File: src/rtl/axi4_lite_rr_master_if.sv
// AXI4-Lite bus bundle between the round-robin master and its register-bank slave.
interface axi4_lite_rr_master_if;
    logic [31:0] AWADDR;
    logic        AWVALID;
    logic        AWREADY;
    logic [31:0] WDATA;
    logic [3:0]  WSTRB;
    logic        WVALID;
    logic        WREADY;
    logic [1:0]  BRESP;
    logic        BVALID;
    logic        BREADY;
    logic [31:0] ARADDR;
    logic        ARVALID;
    logic        ARREADY;
    logic [31:0] RDATA;
    logic [1:0]  RRESP;
    logic        RVALID;
    logic        RREADY;

    modport master (
        output AWADDR, AWVALID, WDATA, WSTRB, WVALID, BREADY, ARADDR, ARVALID, RREADY,
        input  AWREADY, WREADY, BRESP, BVALID, ARREADY, RDATA, RRESP, RVALID
    );

    modport slave (
        input  AWADDR, AWVALID, WDATA, WSTRB, WVALID, BREADY, ARADDR, ARVALID, RREADY,
        output AWREADY, WREADY, BRESP, BVALID, ARREADY, RDATA, RRESP, RVALID
    );
endinterface

File: src/rtl/axi4_lite_rr_master.sv
// Round-robin scheduler sharing one AXI4-Lite slave among NREQ single-command requesters.
// One transaction at a time; completion is reported with a one-cycle req_ack pulse.
module axi4_lite_rr_master #(
    parameter int NREQ = 2
) (
    input  logic                 ACLK,
    input  logic                 ARESETN,
    input  logic [NREQ-1:0]      req,
    input  logic [NREQ-1:0]      req_we,
    input  logic [NREQ*32-1:0]   req_addr,
    input  logic [NREQ*32-1:0]   req_wdata,
    input  logic [NREQ*4-1:0]    req_wstrb,
    output logic [NREQ-1:0]      req_ack,
    output logic [31:0]          req_rdata,
    output logic [1:0]           req_resp,
    output logic [1:0]           grant,
    output logic                 busy,
    axi4_lite_rr_master_if.master axi
);

    typedef enum logic [2:0] {
        S_IDLE    = 3'd0,
        S_WR_AW_W = 3'd1,
        S_WR_B    = 3'd2,
        S_RD_AR   = 3'd3,
        S_RD_R    = 3'd4,
        S_ACK     = 3'd5
    } state_t;

    state_t        state_q, state_d;
    logic [1:0]    ptr_q, ptr_d;
    logic [1:0]    grant_q, grant_d;
    logic          busy_q, busy_d;
    logic [NREQ-1:0] req_ack_q, req_ack_d;
    logic [31:0]   req_rdata_q, req_rdata_d;
    logic [1:0]    req_resp_q, req_resp_d;
    logic [31:0]   awaddr_q, awaddr_d;
    logic          awvalid_q, awvalid_d;
    logic [31:0]   wdata_q, wdata_d;
    logic [3:0]    wstrb_q, wstrb_d;
    logic          wvalid_q, wvalid_d;
    logic          bready_q, bready_d;
    logic [31:0]   araddr_q, araddr_d;
    logic          arvalid_q, arvalid_d;
    logic          rready_q, rready_d;

    logic [3:0]    req_ext_s;
    logic [3:0]    we_ext_s;
    logic [31:0]   addr_a_s  [4];
    logic [31:0]   wdata_a_s [4];
    logic [3:0]    wstrb_a_s [4];
    logic          sel_found_s;
    logic [1:0]    sel_idx_s;
    logic [2:0]    sel_pos_s;
    logic          aw_fin_s;
    logic          w_fin_s;
    logic [3:0]    ack_sel_s;

    assign req_ext_s = 4'(req);
    assign we_ext_s  = 4'(req_we);

    // Unused requester slots read as zero so the selected index can always address 4 entries.
    for (genvar gi = 0; gi < 4; gi++) begin : g_unpack
        if (gi < NREQ) begin : g_on
            assign addr_a_s[gi]  = req_addr[32*gi +: 32];
            assign wdata_a_s[gi] = req_wdata[32*gi +: 32];
            assign wstrb_a_s[gi] = req_wstrb[4*gi +: 4];
        end else begin : g_off
            assign addr_a_s[gi]  = 32'd0;
            assign wdata_a_s[gi] = 32'd0;
            assign wstrb_a_s[gi] = 4'd0;
        end
    end

    // Round-robin search: walk from the highest offset down so the lowest offset from ptr wins.
    always_comb begin
        sel_found_s = 1'b0;
        sel_idx_s   = 2'd0;
        sel_pos_s   = 3'd0;
        for (int k = NREQ - 1; k >= 0; k--) begin
            sel_pos_s = 3'(ptr_q) + 3'(k);
            if (sel_pos_s >= 3'(NREQ)) begin
                sel_pos_s = sel_pos_s - 3'(NREQ);
            end else begin
                sel_pos_s = sel_pos_s;
            end
            if (req_ext_s[sel_pos_s[1:0]]) begin
                sel_found_s = 1'b1;
                sel_idx_s   = sel_pos_s[1:0];
            end else begin
                sel_found_s = sel_found_s;
            end
        end
    end

    assign aw_fin_s  = !awvalid_q || axi.AWREADY;
    assign w_fin_s   = !wvalid_q  || axi.WREADY;
    assign ack_sel_s = 4'b0001 << grant_q;

    // State and all registered outputs.
    always_ff @(posedge ACLK or negedge ARESETN) begin
        if (!ARESETN) begin
            state_q     <= S_IDLE;
            ptr_q       <= 2'd0;
            grant_q     <= 2'd0;
            busy_q      <= 1'b0;
            req_ack_q   <= '0;
            req_rdata_q <= 32'd0;
            req_resp_q  <= 2'd0;
            awaddr_q    <= 32'd0;
            awvalid_q   <= 1'b0;
            wdata_q     <= 32'd0;
            wstrb_q     <= 4'd0;
            wvalid_q    <= 1'b0;
            bready_q    <= 1'b0;
            araddr_q    <= 32'd0;
            arvalid_q   <= 1'b0;
            rready_q    <= 1'b0;
        end else begin
            state_q     <= state_d;
            ptr_q       <= ptr_d;
            grant_q     <= grant_d;
            busy_q      <= busy_d;
            req_ack_q   <= req_ack_d;
            req_rdata_q <= req_rdata_d;
            req_resp_q  <= req_resp_d;
            awaddr_q    <= awaddr_d;
            awvalid_q   <= awvalid_d;
            wdata_q     <= wdata_d;
            wstrb_q     <= wstrb_d;
            wvalid_q    <= wvalid_d;
            bready_q    <= bready_d;
            araddr_q    <= araddr_d;
            arvalid_q   <= arvalid_d;
            rready_q    <= rready_d;
        end
    end

    // Next-state logic.
    always_comb begin
        state_d = state_q;
        case (state_q)
            S_IDLE: begin
                if (sel_found_s) begin
                    if (we_ext_s[sel_idx_s]) begin
                        state_d = S_WR_AW_W;
                    end else begin
                        state_d = S_RD_AR;
                    end
                end else begin
                    state_d = S_IDLE;
                end
            end
            S_WR_AW_W: begin
                if (aw_fin_s && w_fin_s) begin
                    state_d = S_WR_B;
                end else begin
                    state_d = S_WR_AW_W;
                end
            end
            S_WR_B: begin
                if (bready_q && axi.BVALID) begin
                    state_d = S_ACK;
                end else begin
                    state_d = S_WR_B;
                end
            end
            S_RD_AR: begin
                if (arvalid_q && axi.ARREADY) begin
                    state_d = S_RD_R;
                end else begin
                    state_d = S_RD_AR;
                end
            end
            S_RD_R: begin
                if (rready_q && axi.RVALID) begin
                    state_d = S_ACK;
                end else begin
                    state_d = S_RD_R;
                end
            end
            S_ACK:   state_d = S_IDLE;
            default: state_d = S_IDLE;
        endcase
    end

    // Output/datapath logic; every output is the next value of its flop.
    always_comb begin
        ptr_d       = ptr_q;
        grant_d     = grant_q;
        busy_d      = busy_q;
        req_ack_d   = '0;
        req_rdata_d = req_rdata_q;
        req_resp_d  = req_resp_q;
        awaddr_d    = awaddr_q;
        awvalid_d   = awvalid_q;
        wdata_d     = wdata_q;
        wstrb_d     = wstrb_q;
        wvalid_d    = wvalid_q;
        bready_d    = bready_q;
        araddr_d    = araddr_q;
        arvalid_d   = arvalid_q;
        rready_d    = rready_q;
        case (state_q)
            S_IDLE: begin
                if (sel_found_s) begin
                    grant_d = sel_idx_s;
                    busy_d  = 1'b1;
                    if (we_ext_s[sel_idx_s]) begin
                        awaddr_d  = addr_a_s[sel_idx_s];
                        wdata_d   = wdata_a_s[sel_idx_s];
                        wstrb_d   = wstrb_a_s[sel_idx_s];
                        awvalid_d = 1'b1;
                        wvalid_d  = 1'b1;
                    end else begin
                        araddr_d  = addr_a_s[sel_idx_s];
                        arvalid_d = 1'b1;
                    end
                end else begin
                    busy_d = 1'b0;
                end
            end
            S_WR_AW_W: begin
                // Each channel retires on its own handshake and is never raised again.
                if (awvalid_q && axi.AWREADY) begin
                    awvalid_d = 1'b0;
                end else begin
                    awvalid_d = awvalid_q;
                end
                if (wvalid_q && axi.WREADY) begin
                    wvalid_d = 1'b0;
                end else begin
                    wvalid_d = wvalid_q;
                end
                if (aw_fin_s && w_fin_s) begin
                    bready_d = 1'b1;
                end else begin
                    bready_d = bready_q;
                end
            end
            S_WR_B: begin
                if (bready_q && axi.BVALID) begin
                    bready_d    = 1'b0;
                    req_resp_d  = axi.BRESP;
                    req_rdata_d = 32'd0;
                    req_ack_d   = ack_sel_s[NREQ-1:0];
                end else begin
                    bready_d = bready_q;
                end
            end
            S_RD_AR: begin
                if (arvalid_q && axi.ARREADY) begin
                    arvalid_d = 1'b0;
                    rready_d  = 1'b1;
                end else begin
                    arvalid_d = arvalid_q;
                end
            end
            S_RD_R: begin
                if (rready_q && axi.RVALID) begin
                    rready_d    = 1'b0;
                    req_rdata_d = axi.RDATA;
                    req_resp_d  = axi.RRESP;
                    req_ack_d   = ack_sel_s[NREQ-1:0];
                end else begin
                    rready_d = rready_q;
                end
            end
            S_ACK: begin
                busy_d = 1'b0;
                if (grant_q == 2'(NREQ - 1)) begin
                    ptr_d = 2'd0;
                end else begin
                    ptr_d = grant_q + 2'd1;
                end
            end
            default: begin
                busy_d    = 1'b0;
                awvalid_d = 1'b0;
                wvalid_d  = 1'b0;
                bready_d  = 1'b0;
                arvalid_d = 1'b0;
                rready_d  = 1'b0;
            end
        endcase
    end

    assign req_ack     = req_ack_q;
    assign req_rdata   = req_rdata_q;
    assign req_resp    = req_resp_q;
    assign grant       = grant_q;
    assign busy        = busy_q;
    assign axi.AWADDR  = awaddr_q;
    assign axi.AWVALID = awvalid_q;
    assign axi.WDATA   = wdata_q;
    assign axi.WSTRB   = wstrb_q;
    assign axi.WVALID  = wvalid_q;
    assign axi.BREADY  = bready_q;
    assign axi.ARADDR  = araddr_q;
    assign axi.ARVALID = arvalid_q;
    assign axi.RREADY  = rready_q;

endmodule

File: src/flat_wrapper.sv
// flat-port wrapper written by rule: the top's interface ports become plain ports
module axi4_lite_rr_master_flat 
#(
    parameter int NREQ = 2
)
  (ACLK, ARESETN, req, req_we, req_addr, req_wdata, req_wstrb, req_ack, req_rdata, req_resp, grant, busy, axi_AWADDR, axi_AWVALID, axi_WDATA, axi_WSTRB, axi_WVALID, axi_BREADY, axi_ARADDR, axi_ARVALID, axi_RREADY, axi_AWREADY, axi_WREADY, axi_BRESP, axi_BVALID, axi_ARREADY, axi_RDATA, axi_RRESP, axi_RVALID);
  axi4_lite_rr_master_if axi_i ();
  input  logic ACLK;
  input  logic ARESETN;
  input  logic [NREQ-1:0] req;
  input  logic [NREQ-1:0] req_we;
  input  logic [NREQ*32-1:0] req_addr;
  input  logic [NREQ*32-1:0] req_wdata;
  input  logic [NREQ*4-1:0] req_wstrb;
  output logic [NREQ-1:0] req_ack;
  output logic [31:0] req_rdata;
  output logic [1:0] req_resp;
  output logic [1:0] grant;
  output logic busy;
  output wire logic [$bits(axi_i.AWADDR)-1:0] axi_AWADDR;
  output wire logic [$bits(axi_i.AWVALID)-1:0] axi_AWVALID;
  output wire logic [$bits(axi_i.WDATA)-1:0] axi_WDATA;
  output wire logic [$bits(axi_i.WSTRB)-1:0] axi_WSTRB;
  output wire logic [$bits(axi_i.WVALID)-1:0] axi_WVALID;
  output wire logic [$bits(axi_i.BREADY)-1:0] axi_BREADY;
  output wire logic [$bits(axi_i.ARADDR)-1:0] axi_ARADDR;
  output wire logic [$bits(axi_i.ARVALID)-1:0] axi_ARVALID;
  output wire logic [$bits(axi_i.RREADY)-1:0] axi_RREADY;
  input wire logic [$bits(axi_i.AWREADY)-1:0] axi_AWREADY;
  input wire logic [$bits(axi_i.WREADY)-1:0] axi_WREADY;
  input wire logic [$bits(axi_i.BRESP)-1:0] axi_BRESP;
  input wire logic [$bits(axi_i.BVALID)-1:0] axi_BVALID;
  input wire logic [$bits(axi_i.ARREADY)-1:0] axi_ARREADY;
  input wire logic [$bits(axi_i.RDATA)-1:0] axi_RDATA;
  input wire logic [$bits(axi_i.RRESP)-1:0] axi_RRESP;
  input wire logic [$bits(axi_i.RVALID)-1:0] axi_RVALID;
  assign axi_AWADDR = axi_i.AWADDR;
  assign axi_AWVALID = axi_i.AWVALID;
  assign axi_WDATA = axi_i.WDATA;
  assign axi_WSTRB = axi_i.WSTRB;
  assign axi_WVALID = axi_i.WVALID;
  assign axi_BREADY = axi_i.BREADY;
  assign axi_ARADDR = axi_i.ARADDR;
  assign axi_ARVALID = axi_i.ARVALID;
  assign axi_RREADY = axi_i.RREADY;
  assign axi_i.AWREADY = axi_AWREADY;
  assign axi_i.WREADY = axi_WREADY;
  assign axi_i.BRESP = axi_BRESP;
  assign axi_i.BVALID = axi_BVALID;
  assign axi_i.ARREADY = axi_ARREADY;
  assign axi_i.RDATA = axi_RDATA;
  assign axi_i.RRESP = axi_RRESP;
  assign axi_i.RVALID = axi_RVALID;
  axi4_lite_rr_master #(.NREQ(NREQ)) u_core (.ACLK(ACLK), .ARESETN(ARESETN), .req(req), .req_we(req_we), .req_addr(req_addr), .req_wdata(req_wdata), .req_wstrb(req_wstrb), .req_ack(req_ack), .req_rdata(req_rdata), .req_resp(req_resp), .grant(grant), .busy(busy), .axi(axi_i));
endmodule
File: config.mk
export PLATFORM = sky130hd
export DESIGN_NAME = axi4_lite_rr_master_flat
export DESIGN_NICKNAME = d
export VERILOG_FILES = /design/src/rtl/axi4_lite_rr_master_if.sv /design/src/rtl/axi4_lite_rr_master.sv /design/src/flat_wrapper.sv
export SDC_FILE = /design/constraint.sdc
export NUM_CORES = 1
export LEC_CHECK = 0
export CORE_MARGIN = 5
export CORE_UTILIZATION = 39
export CTS_BUF_LIST = sky130_fd_sc_hd__clkbuf_4
export CTS_CLUSTER_SIZE = 28
export DETAILED_ROUTE_END_ITERATION = 7
export PLACE_DENSITY = 0.76
export SYNTH_ARGS = -nofsm -noshare
export SYNTH_HDL_FRONTEND = slang
export SYNTH_SLANG_ARGS = --single-unit
File: constraint.sdc
create_clock -name ACLK -period 1.56 [get_ports ACLK]
set_input_delay 0.312 -clock ACLK [delete_from_list [all_inputs] [get_ports ACLK]]
set_output_delay 0.312 -clock ACLK [all_outputs]
set_load 0.05 [all_outputs]
[Word level (Yosys, flattened, before mapping)]
Index checks and enable logic that the tools add are counted.
Operators by class
  add/sub/neg operators: 4
  div/mod/pow operators: 0
  bitwise operators: 6
  muxes and demuxes: 56
  equality and inequality tests: 15
  shift operators: 1
  reduce and logical (&&, ||, !) cells: 26
  $lt $le $gt $ge: 6
  multipliers: 0
Operators with widths (number)
  32-bit two-way mux: 6
  32-bit binary-select mux with 2-bit select: 2
  32-bit case mux with 2 select lines: 1
  2-bit two-way mux: 12
  4-bit OR reduction: 5
  1-bit two-way mux: 18
  2-bit by 1-bit inequality test with 1-bit output (second input constant): 8
  1-bit case mux with 3 select lines: 5
  3-bit case mux with 5 select lines: 1
  3-bit AND reduction: 5
  4-bit AND reduction: 3
  2-bit by 3-bit < comparator with 1-bit output (second input constant): 3
  4-bit binary-select mux with 2-bit select: 1
  4-bit two-way mux: 2
  2-bit case mux with 2 select lines: 2
  1-bit binary-select mux with 2-bit select: 3
  3-bit by 2-bit == test with 1-bit output (second input constant): 2
  3-bit == test (second input constant): 2
  1-bit logical AND: 6
  3-bit two-way mux: 2
  1-bit NOT: 5
  2-bit subtractor (second input constant): 2
  2-bit by 1-bit adder with 3-bit output (second input constant): 1
  3-bit by 1-bit == test with 1-bit output (second input constant): 1
  14 further kinds: 16
Storage, ports and cells
  memories kept: 0
  output and inout port bits: 144
  memory bits (writable): 0
  bits in latches: 0
  memory bits (read-only): 0
  bits of input ports: 183
  bits in registers: 149
  logic and storage cells: 130

[Longest topological paths before layout]
Gate-level depths: netlist (run 1).
  depth after elaboration: 12
  depth in mapped cells: 7
  gate-level depth less buffers: 4

[Least setup slack after synthesis (run 1)]
No wires, ideal clock.
  path kind: register to register
  start point: register u_core.state_q[1]
  end point: register u_core.awaddr_q[0], in the netlist u_core.axi.AWADDR[0]
  data required time: 1.435 ns
  stages on the path, launching flop included: 8
  clock period less this slack: 1.704 ns
  arrival: 1.579 ns
  path buffers: 3
  library setup time: 0.125 ns
  slack: -0.144 ns
  cells stage by stage: dfrtp_1 -> buf_2 -> nor3_4 -> o21ai_2 -> o21ba_4 -> buf_12 -> buf_12 -> mux2_4
Between the ends
  longest elaborated chain between the ends: 2
Ends and longest elaborated chain
  from (decl): line axi4_lite_rr_master.sv:30  | state_t state_q, state_d;
  from (signal assigned): line axi4_lite_rr_master.sv:120  | state_q <= state_d;
  3-bit zero test: line axi4_lite_rr_master.sv:204  | case (state_q)
  3-bit AND reduction (no line)
  to (signal assigned): line axi4_lite_rr_master.sv:127  | awaddr_q <= awaddr_d;
  to (decl): line axi4_lite_rr_master.sv:37  | logic [31:0] awaddr_q, awaddr_d;
Every way passes these cells.
A chain may end at the register's enable or synchronous reset.

[Worst setup path after layout (run 1)]
  start point: register u_core.ptr_q[0]
  end point: register u_core.awaddr_q[15], in the netlist u_core.axi.AWADDR[15]
Between the ends
  longest elaborated chain between the ends: 11
  elaborated cells on any way between the ends: 22
  classes of those cells: add/sub: 3; order compare: 2; mux: 15; bitwise: 1; reduce/logical: 1
Ends and longest elaborated chain
  from (decl): line axi4_lite_rr_master.sv:31  | logic [1:0] ptr_q, ptr_d;
  from (signal assigned): line axi4_lite_rr_master.sv:121  | ptr_q <= ptr_d;
  2-bit by 1-bit adder with 3-bit output: line axi4_lite_rr_master.sv:81  | sel_pos_s = 3'(ptr_q) + 3'(k);
  3-bit by 2-bit greater-or-equal comparator with 1-bit output / 2-bit subtractor (equally long branches): line axi4_lite_rr_master.sv:82, axi4_lite_rr_master.sv:83
  2-bit two-way mux: line axi4_lite_rr_master.sv:82  | if (sel_pos_s >= 3'(NREQ)) begin
  1-bit binary-select mux with 2-bit select: line axi4_lite_rr_master.sv:87  | if (req_ext_s[sel_pos_s[1:0]]) begin
  1-bit two-way mux (not written as such): line axi4_lite_rr_master.sv:87
  2-bit two-way mux (2 in series): line axi4_lite_rr_master.sv:87
  2-bit NOT with 3-bit output (not written as such): line axi4_lite_rr_master.sv:210  | awaddr_d = addr_a_s[sel_idx_s];
  32-bit binary-select mux with 2-bit select: line axi4_lite_rr_master.sv:210
  32-bit two-way mux (not written as such) (2 in series): line axi4_lite_rr_master.sv:210
Parallel ways exist; a longest one is shown, timed or not. The select of a mux whose other input is x is not followed.

==> results.py, run 1 <==
metrics = {
    "yosys": {
        "syn_inst": 511,
        "synth-seq-cells": 149,
        "synth_compound_area_frac": 0.05463,
        "synth-simple-area-share": 0.06048,
        "syn_area_per_cell_um2": 13.80,
        "synth_top_family_by_area": "multiplexers",
        "synth_nets": 694,
        "netlist-cell-type-count": 45,
        "synthMuxAreaShare": 0.3072,
        "synth_xor_xnor_area_share": 0.001242,
        "yosys_warnings": 0,
        "synth_ff_type": "dfrtp_1",
        "synth-edff-count": 0,
        "synth_async_sr_flop_share": 1.000,
        "ys_seq_area_frac": 0.5286,
        "synthAdderAreaFrac": 0,
        "synth_area_um2": 7054,
    },
    "worst_setup_path": {
        "crit_type": "flip-flop to flip-flop",
        "r2r-end": "u_core.axi.AWADDR[15]",
        "crit_required_ps": 1980,
        "startpoint_type": "flip-flop",
        "r2r-start": "u_core.ptr_q[0]",
        "path_max_fanout": 23,
        "arrival_ps": 2170,
        "r2r_slack_ps": -190,
        "worstRegToRegCells": 5,
        "end_kind": "flip-flop",
    },
    "detailed_routing": {
        "drtIter0Drc": 165,
        "detail-route-antenna-nets": 0,
        "route.detailed.drc": 0,
        "firstDrtPassIters": 6,
        "wire_per_inst_um": 19.07,
        "viasPerCell": 4.769,
        "drt_wl_total_mm": 21.38,
        "via_count": 5346,
    },
    "grt": {
        "grt_pass1_vias": 5653,
        "track_usage": 0.2003,
        "gr-total-overflow": 0,
        "antenna_found_initial": 2,
        "grt_pass1_wl_mm": 31.71,
        "grt_max_degree": 43,
    },
    "sta": {
        "max_slew_margin": 0.7578,
        "setup_viol": 138,
        "maxSlewViolCount": 0,
        "clock.fmax_mhz": 572.4,
        "finalHoldViolCount": 0,
        "setup-tns-final_ps": -18220,
        "worstMarginPinSlew_ps": 363.4,
        "rsz0062_at_grt": "yes",
        "fin_skew_ps": 18.30,
        "worst_slack_ps": -187.1,
        "fin_crit_ps": 1747,
        "post-route-period-util": 1.120,
    },
    "power": {
        "vdd_drop_max_v": 0.001491,
        "power_leakage_nw": 5.461,
        "power_density_nw_per_um2": 2195,
    },
    "finish": {
        "drive_gt1_frac": 0.4438,
        "multi_input_area_um2": 3077,
        "syn_to_final_growth_pct": 76.43,
        "register_area_um2": 3734,
        "finalInstanceArea_um2": 12450,
        "fin_nets": 1060,
        "final_cell_mix": "clkdlybuf4s50_1, dfrtp_1, buf_12",
        "fillCellCount": 1262,
        "final_common_cell": "clkdlybuf4s50_1",
    },
    "min_path": {
        "hold_class": "input port to asynchronous set/reset pin",
    },
    "clock_network": {
        "worstSkewPairLatency_ps": 550,
        "htree_levels": 4,
        "cts.reportedPaths.clkPinSlew_ps": 150,
        "numCtsBuffers": 17,
        "cts_tree": "built",
        "cts_sinks": 149,
        "root_buffer": "clkbuf_4",
        "clockBufferDepth": 2,
    },
    "floorplan": {
        "fp.dieArea_um2": 20880,
        "io_pins": 327,
        "dieHeight_um": 144.5,
        "start_util": 0.3940,
        "placementRows": 49,
        "die_x_um": 144.5,
        "coreArea_um2": 17900,
    },
    "placement": {
        "post_dp_cell_area_um2": 11860,
        "io_buffers": 326,
        "place.gp.congestion": 0.7693,
        "dp_hpwl_mm": 15.95,
    },
    "status": {
        "violations": "setup timing",
        "outcome": "finished with violations",
    },
    "job": {
        "cap_violations": 0,
    },
}
-- registers in the layout, summed over array words and instances, names as in the netlist --
register / count
u_core.axi.ARADDR: 32
u_core.axi.ARVALID: 1
u_core.axi.AWADDR: 32
u_core.axi.AWVALID: 1
u_core.axi.BREADY: 1
u_core.axi.RREADY: 1
u_core.axi.WDATA: 32
u_core.axi.WSTRB: 4
u_core.axi.WVALID: 1
u_core.busy: 1
u_core.grant: 2
u_core.ptr_q: 2
u_core.req_ack: 2
u_core.req_rdata: 32
u_core.req_resp: 2
u_core.state_q: 3
-- cell usage after synthesis (3+ instances only) --
cell type  instances  area (um2)
dfrtp_1          149        3729
mux2_2            80       900.9
nand2_1           70       262.8
mux2_4            68        1021
o21ai_0           37       185.2
mux2_1            20       225.2
buf_2             10       50.05
buf_12             8       160.2
buf_6              7       78.83
clkbuf_1           7       26.28
inv_1              5       18.77
nor2_1             4       15.01
a21oi_1            3       15.01
nand2b_1           3       18.77
-- routing by layer --
layer | GRT usage | wire (um) | vias up
li1 | - | - | 2525
met1 | 0.2270 | 8069 | 2574
met2 | 0.3465 | 10770 | 212
met3 | 0.07374 | 2029 | 35
met4 | 0.07315 | 508 | 0
met5 | 0 | 0 | -
-- power by group --
group	switching (mW)	internal (mW)	total [mW]
Combinational	8.69	9.08	17.8
Clock	1.60	0.706	2.31
Sequential	1.72	5.51	7.23
-- how the worst max path moves through the flow --
stage | slack, ps | end | cells past startpoint | from
6_report | -190 | u_core.axi.AWADDR[15] | 5 | u_core.ptr_q[0]
2_1_floorplan | -140 | u_core.axi.AWADDR[0] | 7 | u_core.state_q[2]
3_3_place_gp | -630 | u_core.axi.AWADDR[21] | 6 | req[0]
3_5_place_dp | -670 | u_core.axi.AWADDR[15] | 6 | req[0]
5_1_grt | -270 | u_core.axi.ARADDR[31] | 6 | u_core.state_q[2]
4_1_cts | -180 | u_core.axi.AWADDR[15] | 5 | u_core.state_q[2]
-- critical path, stage by stage (launching register included) --
cell and delay (ps):
dfrtp_1 430, nand2b_4 180, a21boi_2 220, o21ba_4 230, buf_12 230, mux2_4 320
-- metrics by stage --
stage                     setup WS [ps]  cells  total power [mW]    util  hold WS, ps
after floorplan                  -142.4    511             16.15       -        16.41
after global placement           -634.0   1062             24.34  0.6624        238.8
after detailed placement         -672.0   1062             24.61  0.6624        236.7
after CTS                        -180.6   1105             27.29  0.6869        158.8
after global routing             -272.0   1121             28.47  0.6952        177.7
final                            -187.1   1121             27.31  0.6952        204.8
-- timing repair --
| action | 4_1_cts | 5_1_grt |
|---|---|---|
| endpoints found under the setup margin | 126 | 185 |
| cloned | 3 | 1 |
| endpoints found under the hold margin | 149 | 0 |
| gates resized for setup | 10 | 6 |
| setup buffers | 8 | 13 |
| pin swaps | 2 | 1 |
| hold buffers | 1 | 0 |
-- final cells by class --
type	instances	share of cell area
timing repair buffer	380	0.4070
sequential	149	0.3000
multi-input combinational	324	0.2472
tap	229	0.02302
clock inverter	15	0.01066
clock buffer	17	0.01025
inverter	5	0.001508
antenna	2	0.0004021
-- cells by family (layout without fill, tap and decap cells) --
| family | after synthesis | in the layout |
|---|---|---|
| compound gates | 62 | 62 |
| flops | 149 | 149 |
| mux | 170 | 170 |
| xor+xnor | 1 | 1 |
| other cells | 0 | 2 |
| buf+inv | 38 | 417 |
| simple gates | 91 | 91 |
(Power assumes the default switching activity.)
==> run 2: changes to the inputs <==
- CORE_ASPECT_RATIO: unset -> 1.75
==> results.py, run 2 (synthesis gave the netlist of run 1 again) <==
metrics = {
    "placement": {
        "io_buffers": 326,
        "place.gp.congestion": 0.8075,
        "dp_hpwl_mm": 17.02,
        "place_inst": 1073,
    },
    "grt": {
        "grt_pass1_wl_mm": 33.37,
        "track_usage": 0.2055,
        "grt_max_degree": 43,
        "gr-total-overflow": 0,
        "antenna_found_initial": 3,
        "grt_pass1_vias": 5869,
    },
    "worst_setup_path": {
        "path_max_fanout": 14,
        "end_kind": "flip-flop",
        "crit_type": "flip-flop to flip-flop",
        "crit_required_ps": 2020,
        "arrival_ps": 2220,
        "cpPeakStageDelay_ps": 420,
        "startpoint_type": "flip-flop",
        "slowest_stage": "dfrtp_1",
        "crit_chain": "nand2b_4, nand2_4, bufbuf_16, mux2_2, mux2_4",
    },
    "detailed_routing": {
        "via_count": 5613,
        "wl_met1_mm": 8.102,
        "dr.max_layer_used": "met5",
        "wire_per_inst_um": 20.27,
        "route.detailed.drc": 0,
        "viasPerCell": 4.851,
        "wl_met2_mm": 12.80,
        "drt_wl_total_mm": 23.45,
        "wl_met3_mm": 1.809,
        "drtIter0Drc": 153,
        "firstDrtPassIters": 4,
        "detail-route-antenna-nets": 0,
    },
    "floorplan": {
        "io_pins": 327,
        "die_x_um": 111.7,
        "dieHeight_um": 187.9,
        "fp.dieArea_um2": 20980,
        "coreArea_um2": 17890,
        "placementRows": 65,
        "start_util": 0.3943,
    },
    "power": {
        "power_leakage_nw": 5.749,
        "combPwrFrac": 0.656,
        "seqPwrFrac": 0.253,
        "power_density_nw_per_um2": 2206,
        "vdd_drop_max_v": 0.001875,
        "switching_share": 0.4287,
        "p_int_mw": 16.58,
        "p_sw_mw": 12.45,
        "p_clk_frac": 0.091,
    },
    "finish": {
        "final_cell_mix": "clkdlybuf4s50_1, buf_12, dfrtp_1",
        "fin_nets": 1091,
        "drive_gt1_frac": 0.5212,
        "fin_cells": 1157,
        "final_common_cell": "clkdlybuf4s50_1",
        "syn_to_final_growth_pct": 86.59,
    },
    "clock_network": {
        "worstSkewPairLatency_ps": 560,
        "numCtsBuffers": 17,
        "cts.reportedPaths.clkPinSlew_ps": 150,
        "htree_levels": 4,
        "clockBufferDepth": 2,
        "cts_tree": "built",
        "root_buffer": "clkbuf_4",
        "cts_sinks": 149,
    },
    "sta": {
        "max_slew_margin": 0.7725,
        "fin_crit_ps": 1765,
        "finalHoldViolCount": 0,
        "fin_skew_ps": 32.01,
        "maxSlewViolCount": 0,
        "clock.fmax_mhz": 566.7,
        "setup_viol": 137,
        "post-route-period-util": 1.131,
        "rsz0062_at_grt": "yes",
        "worst_slack_ps": -204.6,
        "hold_ws_ps": 146.9,
        "worstMarginPinSlew_ps": 339.6,
    },
    "status": {
        "outcome": "finished with violations",
        "violations": "setup timing",
    },
    "min_path": {
        "hold_class": "input port to asynchronous set/reset pin",
    },
    "job": {
        "cap_violations": 0,
    },
}
-- run 2: cell types whose count changed in the layout (fill, tap and decap cells not counted), sizes merged --
cell / change
inv: -7
bufbuf: -1
bufinv: +3
clkinv: +1
buf: +28
clkbuf: +5
clkinvlp: +2
-- run 2: layout make-up --
cell class,instances,area [um2]
repair buffers,411,5468
fillers,1114,4730
flip-flops and latches,149,3749
multi-input cells,324,3321
well taps,234,292.8
clock inverters,14,173.9
clock buffers,18,135.1
inverters,5,18.77
diodes,2,5.005
-- run 2: routing by layer --
metal | track usage | vias to the layer above
met1 | 0.2139 | 2757
met5 | 0 | -
met2 | 0.3725 | 228
li1 | - | 2585
met4 | 0.07073 | 2
met3 | 0.07975 | 41
-- run 2: worst paths after layout --
| check | start | cells after the start | slack (ps) | end |
|---|---|---|---|---|
| min in group ACLK | axi_RDATA[11] | 3 | 260 | u_core.req_rdata[11] |
| worst min register to register | u_core.axi.WDATA[25] | 1 | 530 | u_core.axi.WDATA[25] |
| worst min-delay path | ARESETN | 2 | 150 | u_core.axi.WDATA[12] |
| worst max-delay path | u_core.ptr_q[0] | 5 | -200 | u_core.axi.AWADDR[12] |
| worst max register to register | u_core.ptr_q[0] | 5 | -200 | u_core.axi.AWADDR[12] |
| max in group asynchronous | ARESETN | 3 | 780 | u_core.axi.WVALID |
-- run 2: repair_timing --
action / 4_1_cts / 5_1_grt
buffers inserted: 7 / 32
gates resized for setup: 29 / 113
setup endpoints to repair: 140 / 184
pin swaps: 0 / 25
gates cloned: 2 / 8
endpoints found under the hold margin: 149 / 0
hold buffers: 1 / 0
-- run 2: critical path: cells and delay by family (launching register included) --
family,cells,cell delay [ps]
muxes,2,630
DFF,1,420
and+or+nand+nor,2,320
buffers and inverters,1,320
-- run 2: through the flow --
stage	worst slack, ps	cell area (um2)	util	TNS [ps]	total power [mW]
2_1_floorplan	-142.4	7121	-	-13080	16.15
3_3_place_gp	-635.7	11970	0.6691	-65290	24.51
3_5_place_dp	-678.8	11970	0.6691	-68390	24.81
4_1_cts	-224.6	12500	0.6987	-18410	27.92
5_1_grt	-256.2	13160	0.7357	-28140	30.10
6_report	-204.6	13160	0.7357	-18540	29.03
-- run 2: power groups by stage --
stage | registers [mW] | logic [mW] | clock network, mW
after global routing | 7.55 | 19.6 | 2.91
after detailed placement | 7.36 | 17.4 | 0
final | 7.35 | 19.0 | 2.64
after CTS | 7.31 | 17.9 | 2.72
after global placement | 7.28 | 17.2 | 0
after floorplan | 12.0 | 4.12 | 0
==> run 3: changes to the inputs <==
- ABC_AREA: unset -> 1
- CORE_UTILIZATION: 39 -> 38
- CTS_CLUSTER_SIZE: 28 -> unset
- PLACE_DENSITY: 0.76 -> 0.75
==> results.py, run 3 <==
metrics = {
    "status": {
        "outcome": "finished with violations",
        "violations": "setup timing",
    },
    "floorplan": {
        "fp.dieArea_um2": 21130,
        "die_x_um": 112.0,
        "placementRows": 65,
        "start_util": 0.3852,
        "io_pins": 327,
        "coreArea_um2": 17970,
        "dieHeight_um": 188.6,
    },
    "grt": {
        "grt_pass1_wl_mm": 39.05,
        "grt_pass1_vias": 7353,
        "gr-total-overflow": 0,
        "antenna_found_initial": 4,
        "grt_max_degree": 66,
        "track_usage": 0.2336,
    },
    "sta": {
        "rsz0062_at_grt": "yes",
        "max_slew_margin": 0.7573,
        "hold_ws_ps": 233.5,
        "worstMarginPinSlew_ps": 364.1,
        "maxSlewViolCount": 0,
        "setup_viol": 5,
        "post-route-period-util": 1.007,
        "clock.fmax_mhz": 636.9,
        "fin_skew_ps": 38.86,
        "worst_slack_ps": -10.19,
        "setup-tns-final_ps": -23.35,
        "finalHoldViolCount": 0,
        "fin_crit_ps": 1570,
    },
    "worst_setup_path": {
        "path_max_fanout": 10,
        "arrival_ps": 2040,
        "worstRegToRegCells": 9,
        "crit_required_ps": 2030,
        "startpoint_type": "flip-flop",
        "end_kind": "flip-flop",
        "crit_type": "flip-flop to flip-flop",
    },
    "finish": {
        "final_cell_mix": "nand2_1, clkdlybuf4s50_1, dfrtp_1",
        "fin_nets": 1445,
        "syn_to_final_growth_pct": 82.02,
        "post-route-util": 0.7012,
        "finalInstanceArea_um2": 12600,
        "fin_cells": 1511,
        "final_common_cell": "nand2_1",
        "drive_gt1_frac": 0.2410,
    },
    "yosys": {
        "synth-edff-count": 0,
        "synth_ff_type": "dfrtp_1",
        "syn_inst": 911,
        "syn_area_per_cell_um2": 7.601,
        "synth.largest_area_cell": "dfrtp_1",
        "netlist-cell-type-count": 24,
        "yosys-top-cells-area": "dfrtp_1, nand2_1, nand3_1, buf_4, buf_2",
        "yosysMostFrequentCell": "nand2_1",
        "synth.top_cell.area_share": 0.5385,
        "yosys_warnings": 0,
        "synth-seq-cells": 149,
        "synth_async_sr_flop_share": 1.000,
        "synth_area_um2": 6924,
        "synth_commonest_cells": "nand2_1, dfrtp_1, nand3_1, buf_2, clkbuf_1",
        "synth_nets": 1094,
        "ys_seq_area_frac": 0.5385,
    },
    "power": {
        "finalPower_mw": 25.77,
        "vdd_drop_max_v": 0.001192,
        "power_density_nw_per_um2": 2044,
        "power_leakage_nw": 6.523,
    },
    "detailed_routing": {
        "detail-route-antenna-nets": 0,
        "drtIter0Drc": 324,
        "viasPerCell": 4.879,
        "wire_per_inst_um": 17.40,
        "route.detailed.drc": 0,
        "firstDrtPassIters": 5,
        "via_count": 7372,
        "drt_wl_total_mm": 26.29,
    },
    "clock_network": {
        "numCtsBuffers": 17,
        "htree_levels": 4,
        "worstSkewPairLatency_ps": 530,
        "cts_tree": "built",
        "cts.reportedPaths.clkPinSlew_ps": 150,
        "cts_sinks": 149,
        "clockBufferDepth": 2,
        "root_buffer": "clkbuf_4",
    },
    "min_path": {
        "hold_class": "input port to asynchronous set/reset pin",
    },
    "placement": {
        "place_ws_ps": -383.2,
        "post_dp_cell_area_um2": 11730,
        "place_inst": 1460,
        "place.gp.congestion": 0.7987,
        "io_buffers": 326,
        "dp_hpwl_mm": 19.26,
    },
    "job": {
        "cap_violations": 0,
    },
}
run 3: path summary, 6_finish.rpt:
| check | start | end | slack, ps |
|---|---|---|---|
| min reg2reg | u_core.req_rdata[26] | u_core.req_rdata[26] | 500 |
| min in group ACLK | axi_RDATA[2] | u_core.req_rdata[2] | 330 |
| min | ARESETN | u_core.axi.WDATA[7] | 230 |
| max reg2reg | u_core.state_q[2] | u_core.axi.WDATA[14] | -10 |
| max in group asynchronous | ARESETN | u_core.axi.ARADDR[20] | 720 |
| max | u_core.state_q[2] | u_core.axi.WDATA[14] | -10 |
run 3: per-layer routing:
layer	up-vias	wire (um)	part of all wire	global-route usage
met5	-	7	0.00027	0
met3	65	1668	0.063	0.06073
met1	3445	9201	0.35	0.2490
li1	3559	-	-	-
met4	2	1111	0.042	0.1101
met2	301	14310	0.54	0.4251
run 3: repair_timing:
action / CTS / global route
pin swaps: 0 / 16
buffers inserted: 4 / 4
resized for setup: 4 / 74
hold buffers: 1 / 0
endpoints found under the setup margin: 96 / 142
gates cloned: 1 / 7
endpoints found under the hold margin: 60 / 0
run 3: layout make-up:
class / count / area [um2]
clock inverters: 13 / 219.0
flip-flops and latches: 149 / 3734
inverters: 22 / 87.58
well taps: 234 / 292.8
fillers: 1394 / 5370
diodes: 3 / 7.507
repair buffers: 386 / 5094
clock buffers: 18 / 135.1
multi-input cells: 686 / 3034
run 3: report_power, final:
part / switching, mW / internal [mW] / leakage [nW]
Clock: 1.50 / 1.47 / 0.184
Combinational: 8.88 / 7.10 / 4.41
Sequential: 1.52 / 5.29 / 1.93
Total: 11.9 / 13.9 / 6.52
run 3: cell families after synthesis:
group,Yosys count,share of synthesized area
AOI/OAI and AO/OA,18,0.01500
buffers and inverters,76,0.05331
and+or+nand+nor,668,0.3932
DFF,149,0.5385
run 3: worst max-delay path, cell delays in order (launching register included):
cell and delay [ps]:
dfrtp_2 450, inv_2 90, nand2_4 60, nor2_4 170
nand2_4 90, a21oi_4 210, buf_6 180, clkbuf_16 170
nand2_1 50, nand2_1 50
